===== src/rtl/branch_predictor.sv =====
// IF-stage branch predictor: direct-mapped BTB with 2-bit counters.
// Predicts from pc_IF, trains and flags redirects from EX resolution.
module branch_predictor #(
  parameter int DATA_WIDTH = 32,
  parameter int INDEX_BITS = 4
) (
  input  logic                  clk,
  input  logic                  rst,
  input  logic [DATA_WIDTH-1:0] pc_IF,
  output logic                  predict_taken,
  output logic [DATA_WIDTH-1:0] predict_pc,
  input  logic                  meet_branch_ID_EX_o,
  input  logic [DATA_WIDTH-1:0] pc_EX,
  input  logic                  branch_decision,
  input  logic [DATA_WIDTH-1:0] branch_target_EX,
  input  logic                  predicted_taken_EX,
  input  logic [DATA_WIDTH-1:0] predicted_pc_EX,
  output logic                  mispredict,
  output logic [DATA_WIDTH-1:0] correct_pc,
  output logic [31:0]           branch_count,
  output logic [31:0]           mispredict_count
);

  localparam int ENTRIES = 2**INDEX_BITS;
  localparam int TAG_W   = DATA_WIDTH - INDEX_BITS - 2;

  logic [ENTRIES-1:0]    valid;
  logic [TAG_W-1:0]      tag_q    [ENTRIES];
  logic [DATA_WIDTH-1:0] target_q [ENTRIES];
  logic [1:0]            ctr_q    [ENTRIES];

  logic [INDEX_BITS-1:0] idx_if;
  logic [INDEX_BITS-1:0] idx_ex;
  logic [TAG_W-1:0]      tag_if;
  logic [TAG_W-1:0]      tag_ex;
  logic                  hit_if;
  logic                  hit_ex;

  assign idx_if = pc_IF[INDEX_BITS+1:2];
  assign idx_ex = pc_EX[INDEX_BITS+1:2];
  assign tag_if = pc_IF[DATA_WIDTH-1:INDEX_BITS+2];
  assign tag_ex = pc_EX[DATA_WIDTH-1:INDEX_BITS+2];

  assign hit_if = valid[idx_if] && (tag_q[idx_if] == tag_if);
  assign hit_ex = valid[idx_ex] && (tag_q[idx_ex] == tag_ex);

  assign predict_taken = hit_if & ctr_q[idx_if][1];
  assign predict_pc    = predict_taken ? target_q[idx_if]
                                       : pc_IF + DATA_WIDTH'(4);

  // Comparing full PCs catches both direction and target errors.
  assign correct_pc = branch_decision ? branch_target_EX
                                      : pc_EX + DATA_WIDTH'(4);
  assign mispredict = meet_branch_ID_EX_o &&
                      (predicted_pc_EX != correct_pc);

  logic unused_bits;
  assign unused_bits = ^{pc_IF[1:0], pc_EX[1:0], predicted_taken_EX};

  always_ff @(posedge clk) begin
    if (rst) begin
      for (int i = 0; i < ENTRIES; i++) begin
        valid[i]    <= 1'b0;
        tag_q[i]    <= '0;
        target_q[i] <= '0;
        ctr_q[i]    <= 2'b01;
      end
      branch_count     <= '0;
      mispredict_count <= '0;
    end else if (meet_branch_ID_EX_o) begin
      branch_count <= branch_count + 32'd1;
      if (mispredict)
        mispredict_count <= mispredict_count + 32'd1;
      if (hit_ex) begin
        if (branch_decision) begin
          if (ctr_q[idx_ex] != 2'b11)
            ctr_q[idx_ex] <= ctr_q[idx_ex] + 2'b01;
          target_q[idx_ex] <= branch_target_EX;
        end else if (ctr_q[idx_ex] != 2'b00) begin
          ctr_q[idx_ex] <= ctr_q[idx_ex] - 2'b01;
        end
      end else if (branch_decision) begin
        valid[idx_ex]    <= 1'b1;
        tag_q[idx_ex]    <= tag_ex;
        target_q[idx_ex] <= branch_target_EX;
        ctr_q[idx_ex]    <= 2'b10;
      end
    end
  end

endmodule


===== config.mk =====
export PLATFORM = sky130hd
export DESIGN_NAME = branch_predictor
export DESIGN_NICKNAME = d
export VERILOG_FILES = /design/src/rtl/branch_predictor.sv
export SDC_FILE = /design/constraint.sdc
export NUM_CORES = 2
export LEC_CHECK = 0
export ABC_CLOCK_PERIOD_IN_PS = 4700
export BUFFER_PORTS_ARGS = -buffer_cell sky130_fd_sc_hd__buf_4
export CAP_MARGIN = 30
export CORE_MARGIN = 2
export CORE_UTILIZATION = 35
export CTS_CLUSTER_DIAMETER = 60
export DETAILED_ROUTE_END_ITERATION = 8
export PLACE_DENSITY = 0.64
export SETUP_SLACK_MARGIN = 0.15
export SYNTH_ARGS = -nofsm -noshare
export SYNTH_HDL_FRONTEND = slang
export SYNTH_SLANG_ARGS = --single-unit
export TNS_END_PERCENT = 100

===== constraint.sdc =====
create_clock -name clk -period 4.7 [get_ports clk]
set_input_delay 0 -clock clk [delete_from_list [all_inputs] [get_ports clk]]
set_output_delay 0 -clock clk [all_outputs]
set_load 0.05 [all_outputs]

==> impl_metrics.toml <==
[drt]
drc = 0
dr.pass1.iters = 6
drt-initial-drc-count = 5598
drt_wl_total_mm = 198
antenna_left = 0
num_vias = 38748
routedWlPerCell_um = 30.8
viasPerCell = 6.01

[synth]
syn_inst = 4046
yosysMostFrequentCell = "edfxtp_1"
synth_common_cells = "960 x edfxtp_1, 506 x and2_1, 395 x mux4_2"
synth_top_area_cell = "edfxtp_1"
synth_area_per_cell_um2 = 13.5
syn-num-nets = 4186
ys_seq_elements = 1040
synth_edf_count = 960
yosys.cell_types.count = 85
ys.warnings.count = 0
synth_seq_area_share = 0.559
async_reset_ff_frac = 0
synthTopCellsByArea = "edfxtp_1 53%, mux4_2 16%, and2_1 5.8%"
synth_ff_type = "edfxtp_1"
synthesis.area_um2 = 54400
synth_top_area_share = 0.530

[outcome]
status = "finished clean"

[die]
die_width_um = 398
die_h_um = 398
placeableCoreArea_um2 = 154000
placementRows = 144
pin_count = 263
start_util = 0.353
dieArea_um2 = 159000

[final_layout]
nets = 4437
syn_to_final_growth_pct = 17.5
drive_gt1_frac = 0.257
fillers = 14120
stdcell_area_um2 = 63900

[critical_path]
crit_arrival_ns = 4.48
path_max_fanout = 21
crit_required_ns = 4.70
end_kind = "output pin"
path_class = "reg -> out"
cp-start-kind = "register"

[timing]
setup_tns_ns = 0
layout_min_cycle_time_ns = 4.48
hold_viol = 0
max_freq_mhz = 223
tightest_slew_ns = 1.02
setup_viol = 0
slew_viol_final = 0
finalCritPeriodShare = 0.953
relSlewSlack = 0.313
worst_slack_ns = 0.219
finalClockSkew_ns = 0.119
rsz0062_at_grt = "false"

[placed_design]
placed_cell_area_um2 = 59500
post-place-ws_ns = 0.399
dp_hpwl_mm = 129
portBuffers = 261
place_congestion = 0.989

[clocking]
cts_buffers = 114
cts_root_buffer = "clkbuf_16"
cts_buffer_depth = 3
clk_pin_slew_ns = 0.06
clock-sinks = 1040
clk_latency_ns = 0.79
ctsHtreeMaxLevel = 3
cts_tree = "done"

[power]
p_per_area_nw_per_um2 = 353
total_leakage_power_nw = 22.6
internal_power_mw = 16.7
p_clk_frac = 0.394
p_sw_frac = 0.260
seq_power_share = 0.476
p_sw_mw = 5.87
finalPower_mw = 22.5
combPwrFrac = 0.130
max-vdd-ir-drop_v = 0.000356

[global_routing]
antenna_found_initial = 25
grt_pass1_wl_mm = 278
grt_max_degree = 103
grt.total_usage = 0.246
grt_overflow = 0
grt_pass1_vias = 37348

[worst_hold_path]
hp-class = "in -> reg"

[flow_run]
drv_cap = 0
==> cell usage in the layout, fill, tap and decap left out, types with 9 or more instances in the layout <==
master         count
buf_4            430
a21o_1            19
and2_1           506
and4_1            13
clkbuf_1          34
mux2i_1           36
o31ai_1           13
edfxtp_1         960
mux2_2            26
nor2b_1           15
nor4_1            19
nor2_4            16
dlygate4sd3_1     59
or2_2              9
o21ai_4           16
o22ai_1           12
clkinv_1          33
dfxtp_1           80
buf_12            30
nand2_1          162
clkbuf_16        114
xor2_1            61
nor3_1            51
or4_1             13
o21ai_0          112
nand4_1           78
nor2_1           319
and3_1           220
nand2_2           14
or3_1             23
inv_1             34
a22o_1             9
a21oi_1           53
o211ai_1          25
mux4_2           395
nand2b_1          22
a31o_1            16
clkinv_2          14
xnor2_1           95
nand3_1           66
==> routing by layer <==
metal  wire length, µm  global-route usage  up-vias  part of all wire
li1                  -                   -    15885                 -
met1             72100               0.322    19675              0.36
met2             89600               0.379     2710              0.45
met3             26000              0.0672      462              0.13
met4             10600               0.115       16             0.053
met5               107                   0        -           0.00054
==> through the flow <==
stage               cells  utilization  hold WS (ns)
CTS                  6437        0.414        0.0192
global route         6440        0.414         0.103
finish               6444        0.414        0.0874
detailed placement   6164        0.386         0.392
global placement     6163        0.386         0.384
floorplan            4046            -         0.198
==> critical path, stage by stage, from the launching register on <==
cell and delay [ns]:
edfxtp_1 0.38, mux4_2 0.58, mux4_2 0.55, xnor2_2 0.23
nand4_1 0.10, or3_1 0.44, nor4_4 0.39, buf_12 0.27
nand2_1 0.07, o21ai_0 0.30, buf_4 0.34
==> layout make-up <==
type,count,area (µm²),area share
inverters,48,180,0.00282
well taps,2044,2560,0.0400
multi-input cells,2568,22500,0.352
flip-flops and latches,1040,30400,0.476
diodes,7,17.5,0.000274
clock inverters,60,674,0.0106
clock buffers,152,3020,0.0473
repair buffers,525,4540,0.0710
==> power by group through the flow <==
stage	clock (mW)	combinational (mW)	sequential [mW]
floorplan	0	1.64	10.9
global placement	0	2.80	10.9
detailed placement	0	2.81	10.9
CTS	8.99	2.87	10.7
global route	9.33	3.00	10.8
finish	8.89	2.93	10.7
==> repair_timing <==
action                     4_1_cts  5_1_grt
cloned                           1        0
resized for setup                5        4
pin swaps                        1        0
setup buffers                    1        0
setup endpoints to repair        4       18
hold buffers                    59        0
hold endpoints to repair       841        0
==> worst paths after layout <==
| check | from | end | slack, ns | depth (start not counted) |
|---|---|---|---|---|
| max | tag_q[15][8]$_SDFFCE_PN0P_ | predict_pc[2] | 0.22 | 10 |
| min | branch_target_EX[16] | target_q[2][16]$_SDFFCE_PN0P_ | 0.09 | 3 |
| max reg2reg | tag_q[11][18]$_SDFFCE_PN0P_ | tag_q[2][25]$_SDFFCE_PN0P_ | 0.61 | 8 |
| min reg2reg | valid[13]$_SDFFE_PP0P_ | valid[13]$_SDFFE_PP0P_ | 0.49 | 1 |
==> cell families after synthesis <==
family | Yosys count | synth area share
AOI/OAI and AO/OA | 368 | 0.0451
xor gates and xnor gates | 160 | 0.0258
adders and majority gates | 7 | 0.00161
buffers and inverters | 438 | 0.0343
DFF | 1040 | 0.559
muxes | 459 | 0.176
and+or+nand+nor | 1574 | 0.158
==> state kept, by name, summed over array words and instances, names as in the netlist <==
| register | flops |
|---|---|
| ctr_q | 32 |
| branch_count | 32 |
| tag_q | 416 |
| target_q | 512 |
| mispredict_count | 32 |
| valid | 16 |
No activity file was read; power rests on OpenSTA's default activity.
